File: src/rtl/seq_multiplier.sv
// Iterative shift-add multiplier, unsigned or two's-complement per operation.
// Iteration stops at the multiplier's top set bit; a zero operand finishes at once.
module seq_multiplier #(
    parameter int WIDTH = 8
) (
    input  logic                 clk,
    input  logic                 rst_n,
    input  logic                 start,
    input  logic [WIDTH-1:0]     a_in,
    input  logic [WIDTH-1:0]     b_in,
    input  logic                 sgn,
    output logic [2*WIDTH-1:0]   product,
    output logic                 busy,
    output logic                 done
);

    typedef enum logic [1:0] {IDLE, CALC, FIX, DONE} state_t;

    state_t               state, state_next;
    logic [2*WIDTH-1:0]   mcand, acc, acc_sum;
    logic [WIDTH-1:0]     mplier, mplier_shr, a_mag, b_mag;
    logic                 neg, accept, zero_op;

    // Magnitudes: the most negative value maps to 2^(WIDTH-1), which fits unsigned.
    assign a_mag      = (sgn && a_in[WIDTH-1]) ? -a_in : a_in;
    assign b_mag      = (sgn && b_in[WIDTH-1]) ? -b_in : b_in;
    assign accept     = start && (state == IDLE || state == DONE);
    assign zero_op    = (a_mag == '0) || (b_mag == '0);
    assign mplier_shr = mplier >> 1;
    assign acc_sum    = acc + (mplier[0] ? mcand : '0);

    assign busy = (state == CALC) || (state == FIX);
    assign done = (state == DONE);

    always_ff @(posedge clk or negedge rst_n) begin
        if (!rst_n) begin
            state <= IDLE;
        end else begin
            // NOTE: sequential state uses non-blocking assignments so every
            // register samples pre-edge values regardless of statement order.
            state <= state_next;
        end
    end

    always_comb begin
        // NOTE: default first so no path leaves state_next unassigned (no latch).
        state_next = state;
        case (state)
            IDLE, DONE: begin
                if (accept)
                    state_next = zero_op ? DONE : CALC;
                else
                    state_next = IDLE;
            end
            CALC:    if (mplier_shr == '0) state_next = FIX;
            FIX:     state_next = DONE;
            default: state_next = IDLE;
        endcase
    end

    // NOTE: every datapath register is reset, so an aborted operation leaves
    // no residue and product reads zero immediately on reset.
    always_ff @(posedge clk or negedge rst_n) begin
        if (!rst_n) begin
            mcand   <= '0;
            mplier  <= '0;
            acc     <= '0;
            neg     <= 1'b0;
            product <= '0;
        end else begin
            case (state)
                IDLE, DONE: begin
                    if (accept) begin
                        mcand  <= {{WIDTH{1'b0}}, a_mag};
                        mplier <= b_mag;
                        acc    <= '0;
                        neg    <= sgn & (a_in[WIDTH-1] ^ b_in[WIDTH-1]);
                        if (zero_op)
                            product <= '0;
                    end
                end
                CALC: begin
                    acc    <= acc_sum;
                    mplier <= mplier_shr;
                    mcand  <= mcand << 1;
                end
                FIX: begin
                    product <= neg ? -acc : acc;
                end
                default: ;
            endcase
        end
    end

endmodule

File: config.mk
export PLATFORM = sky130hd
export DESIGN_NAME = seq_multiplier
export DESIGN_NICKNAME = d
export VERILOG_FILES = /design/src/rtl/seq_multiplier.sv
export SDC_FILE = /design/constraint.sdc
export NUM_CORES = 1
export LEC_CHECK = 0
export BUFFER_PORTS_ARGS = -buffer_cell sky130_fd_sc_hd__buf_4
export CAP_MARGIN = 40
export CORE_MARGIN = 2
export CORE_UTILIZATION = 25
export DETAILED_ROUTE_END_ITERATION = 7
export SLEW_MARGIN = 10
export SYNTH_ARGS = -nofsm -noshare
export SYNTH_HDL_FRONTEND = slang
export SYNTH_SLANG_ARGS = --single-unit
File: constraint.sdc
create_clock -name clk -period 4.6 [get_ports clk]
set_input_delay 0.23 -clock clk [delete_from_list [all_inputs] [get_ports clk]]
set_output_delay 0.23 -clock clk [all_outputs]
set_load 0.02 [all_outputs]
== After elaboration in Yosys (flattened, before gate mapping) ==
Index checks and enable logic that the tools add are counted.

* Word-level logic and storage cells: 51
* Memory bits (read-only): 0
* RAM bits: 0
* Flip-flop bits (word level): 59
* Output and inout port bits: 18
* Memories: 0
* Latch bits: 0

* Multiplexer cells: 17
* Reductions and logical operators: 16
* Divide/modulo/power cells: 0
* Eq/ne operators: 6
* Add/subtract/negate cells: 4
* Multiply operators: 0
* Shift operators: 0
* Bitwise logic cells: 2
* Order comparisons: 0

{| class="wikitable"
|+ Operators by type and width
! kind !! number
|-
| two-way mux 16 bit || 6
|-
| case mux 16 bit (2 select lines) || 3
|-
| logical NOT 8 bit || 3
|-
| two-way mux 8 bit || 3
|-
| adder 16 bit || 1
|-
| negator 16 bit || 1
|-
| negator 8 bit || 2
|-
| case mux 8 bit (2 select lines) || 1
|-
| two-way mux 2 bit || 3
|-
| case mux 2 bit (3 select lines) || 1
|-
| == test 2 bit, second input constant || 2
|-
| inequality test 2 bit, second input constant || 2
|-
| AND reduction 2 bit || 2
|-
| nonzero test 2 bit || 2
|-
| logical AND 1 bit || 3
|-
| logical OR 1 bit || 3
|-
| AND reduction 3 bit || 1
|-
| == test 2 x 1 -> 1 bit, second input constant || 1
|-
| logical NOT 2 bit || 1
|-
| inequality test 2 x 1 -> 1 bit, second input constant || 1
|-
| OR reduction 2 bit || 1
|-
| bitwise AND 1 bit || 1
|-
| bitwise XOR 1 bit || 1
|}

== Logic depth before layout (Yosys ltp) ==
* Depth after elaboration: 7
* Depth in mapped cells: 12

== Worst setup path after synthesis ==
No wires, ideal clock.

* Path type: flip-flop to flip-flop
* From: register mplier[0]
* To: register acc[12]
* Period minus slack after synthesis: 2.403 ns
* Arrival: 2.320 ns
* Setup slack: 2.197 ns
* Setup time: 0.083 ns
* Cell stages (with the launch flop): 13
* Buffers on the path: 1
* Cell sequence: dfrtp_1 -> clkbuf_1 -> and2_1 -> ha_1 -> inv_1 -> fa_1 -> nor2b_1 -> o2111ai_1 -> a21bo_2 -> a31oi_1 -> a21oi_1 -> xor2_1 -> o21ai_0

* Longest elaborated chain between the ends: 3

{| class="wikitable"
|+ Ends and longest elaborated chain
! what !! line !! RTL
|-
| start, declared || 21 || <nowiki>logic [WIDTH-1:0] mplier, mplier_shr, a_mag, b_mag;</nowiki>
|-
| start signal, assigned || 75 || <nowiki>mplier <= b_mag;</nowiki>
|-
| start signal, assigned || 84 || <nowiki>mplier <= mplier_shr;</nowiki>
|-
| two-way mux 16 bit || 30 || <nowiki>assign acc_sum = acc + (mplier[0] ? mcand : '0);</nowiki>
|-
| adder 16 bit || 30 ||
|-
| case mux 16 bit (2 select lines) || 71 || <nowiki>case (state)</nowiki>
|-
| end signal, assigned || 83 || <nowiki>acc <= acc_sum;</nowiki>
|-
| end, declared || 20 || <nowiki>logic [2*WIDTH-1:0] mcand, acc, acc_sum;</nowiki>
|}

No other way between the ends.
A chain may end at the register's enable or synchronous reset.

== Worst setup path in the final report ==
* From: register state[0]
* To: register product[12]

* Longest elaborated chain between the ends: 5

{| class="wikitable"
|+ Ends and longest elaborated chain
! what !! line !! RTL
|-
| start, declared || 19 || <nowiki>state_t state, state_next;</nowiki>
|-
| start signal, assigned || 41 || <nowiki>state <= state_next;</nowiki>
|-
| == test 2 bit / logical NOT 2 bit (equally long branches) || 27, 71 ||
|-
| logical OR 1 bit || 27 || <nowiki>assign accept = start && (state == IDLE || state == DONE);</nowiki>
|-
| logical AND 1 bit || 27 ||
|-
| inequality test 2 bit (no source line) || - ||
|-
| AND reduction 3 bit (no source line) || - ||
|-
| end signal, assigned || 88 || <nowiki>product <= neg ? -acc : acc;</nowiki>
|-
| end, declared || 12 || <nowiki>output logic [2*WIDTH-1:0] product,</nowiki>
|}

Parallel ways exist; a longest one is shown, timed or not.

==> flow_metrics.py <==
metrics = {
    "clock_network": {
        "cts_max_level": 3,
        "clkTransAtPathRegs_ps": 60,
        "cts_tree": "yes",
        "clock_latency_ps": 330,
        "ctsResizeCount": 0,
        "root_buffer": "clkbuf_16",
        "cts_buffers": 9,
        "clockBufferDepth": 2,
        "postCtsSetupBuffers": 0,
        "cts.sinks": 59,
        "hold_buffers": 0,
    },
    "finish": {
        "areaGrowthSynthToFinish_pct": 18.3,
        "nets": 590,
        "register_area_um2": 1480,
        "n_fill_cell": 1757,
        "fin_area_um2": 5060,
        "antenna_cells": 0,
        "drive_above_1_share": 0.130,
        "multiInputGateArea_um2": 2650,
    },
    "grt": {
        "grt_pass1_vias": 3512,
        "grt_pass1_wl_um": 17400,
        "grt_max_degree": 60,
        "track_usage": 0.118,
        "antenna_found_initial": 0,
        "grt_overflow": 0,
    },
    "critical_path": {
        "worst_ep_required_time_ps": 4840,
        "worst_setup_path_end_kind": "register",
        "startpoint_type": "register",
        "ff2ff_path_depth": 6,
        "path_class": "reg2reg",
        "crit_arrival_ps": 3090,
        "cp_max_fo": 18,
    },
    "power_and_ir_drop": {
        "switching_power_mw": 1.55,
        "powerDensity_nw_per_um2": 668,
        "switching_share": 0.459,
        "ir_drop_uv": 302,
        "p_seq_frac": 0.279,
        "total_power_mw": 3.38,
        "p_leak_nw": 2.24,
        "p_comb_frac": 0.529,
        "clockPowerShare": 0.192,
        "intPower_mw": 1.83,
    },
    "floorplan": {
        "die_y_um": 135,
        "num_io_pins": 38,
        "core-area_um2": 16600,
        "fp.dieArea_um2": 18200,
        "start_util": 0.257,
        "fp-row-count": 47,
        "die-width_um": 135,
    },
    "logic_synthesis": {
        "yosys.cell_count.top_type": "nand2_1",
        "synth_edf_count": 0,
        "synth_top_cell_by_area": "dfrtp_1",
        "async_flop_share": 1.00,
        "syn_inst": 519,
        "yosysUniqueCellTypes": 56,
        "yosysWarnings": 0,
        "netlist_area_um2": 4280,
        "yosysTopAreaCellShare": 0.345,
        "synth-seq-cells": 59,
        "synthesis.nets": 561,
        "syn_avg_cell_area_um2": 8.24,
        "synth_area_leaders": "dfrtp_1, nand2_1, ha_1, xor2_1, o21ai_0",
        "ys_seq_area_frac": 0.345,
        "synth.top_cells.by_count": "nand2_1, dfrtp_1, nor2_1",
        "synth_ff_type": "dfrtp_1",
    },
    "drt": {
        "via_per_inst": 4.83,
        "first_iter_violations": 220,
        "drc": 0,
        "wl_per_cell_um": 13.3,
        "dr.pass1.iters": 4,
        "dr_total_vias": 3725,
        "drt.antenna.violating_nets": 0,
        "routed_wl_um": 10300,
    },
    "timing": {
        "fin_crit_sh": 0.619,
        "drv_slew": 0,
        "layout_min_cycle_time_ps": 2850,
        "whs_ps": -19.5,
        "setup_tns_ps": 0,
        "rsz0062_at_grt": "no",
        "max_freq_mhz": 351,
        "hold_viol_final": 34,
        "relSlewSlack": 0.496,
        "skew_ps": 8.81,
        "tightestPinTransition_ps": 757,
        "setup_viol": 0,
    },
    "job": {
        "maxCapViolCount": 0,
    },
    "placement": {
        "place_congestion": 0.792,
        "numPortBuffers": 37,
        "dpl_cell_area_um2": 4780,
        "dp.final_hpwl_um": 7560,
    },
    "worst_hold_path": {
        "hold_class": "in2async",
    },
    "status": {
        "status": "finished, violations left",
        "violations": "hold timing",
    },
}
## path summary, 6_finish.rpt
check	start	end	slack (ps)
setup / recovery	state[0]$_DFFE_PN0P_	product[12]$_DFFE_PN0P_	1750
hold / removal	rst_n	state[0]$_DFFE_PN0P_	-20
setup reg to reg	state[0]$_DFFE_PN0P_	product[12]$_DFFE_PN0P_	1750
hold reg to reg	mcand[15]$_DFFE_PN0P_	mcand[15]$_DFFE_PN0P_	470
max in group asynchronous	rst_n	acc[10]$_DFFE_PN0P_	4120
min in group clk	start	mplier[4]$_DFFE_PN0P_	240
## layout by cell type (no fill, tap or decap), types with 6 or more instances in the layout
cell / instances
o22ai_1: 8
and2_1: 16
nand3_1: 15
xnor2_1: 11
a21oi_1: 33
a221o_1: 15
clkbuf_16: 9
a22oi_1: 9
xor2_1: 26
o21ai_0: 42
inv_1: 13
dfrtp_1: 59
nand2_1: 88
nor2b_1: 6
buf_4: 41
nor2_1: 54
ha_1: 21
## area by class of cell
cell class | instances | area share
Clock buffer | 9 | 0.0445
Sequential cell | 59 | 0.292
Inverter | 15 | 0.0111
Tap cell | 220 | 0.0544
Timing Repair Buffer | 42 | 0.0631
Multi-Input combinational cell | 421 | 0.524
Clock inverter | 6 | 0.0114
## flip-flops by register name, indices dropped and copies added, names as in the netlist
signal,flops
mcand,16
mplier,8
neg,1
state,2
product,16
acc,16
## cells by family after synthesis
logic type	after synthesis	share of synthesized area
and+or+nand+nor	207	0.221
AOI/OAI and AO/OA	147	0.235
DFF	59	0.345
buffers and inverters	39	0.0366
xor gates and xnor gates	37	0.0758
adders and majority gates	22	0.0661
muxes	8	0.0202
## critical path, cell delays in order, from the launching register on
cell and delay, ps:
dfrtp_1 370, inv_1 70, ha_1 620, clkinv_1 600, o31ai_4 790, o21ai_0 200, o211ai_1 110
## per-stage QoR
stage                     setup WS, ps  hold WS (ps)  instances  utilization
after detailed placement          1730           359        757        0.287
after CTS                         1710          10.8        772        0.304
after global placement            1810           364        755        0.286
after global routing              1450          37.5        772        0.304
after floorplan                   2200         -65.6        519            -
final                             1750         -19.5        772        0.304
## power by group through the flow
| stage | clock, mW | combinational [mW] | sequential, mW |
|---|---|---|---|
| floorplan | 0 | 1.29 | 0.953 |
| global placement | 0 | 1.78 | 0.950 |
| detailed placement | 0 | 1.81 | 0.950 |
| CTS | 0.658 | 1.81 | 0.945 |
| global route | 0.688 | 2.01 | 0.980 |
| finish | 0.649 | 1.79 | 0.942 |
## layer usage
layer	share of wire	global-route usage	vias to the layer above
met5	0	0	-
met4	0.015	0.0368	0
met3	0.032	0.0282	13
met2	0.46	0.186	47
met1	0.50	0.161	1737
li1	-	-	1928
Note: power is estimated with default switching activity, not from simulation.
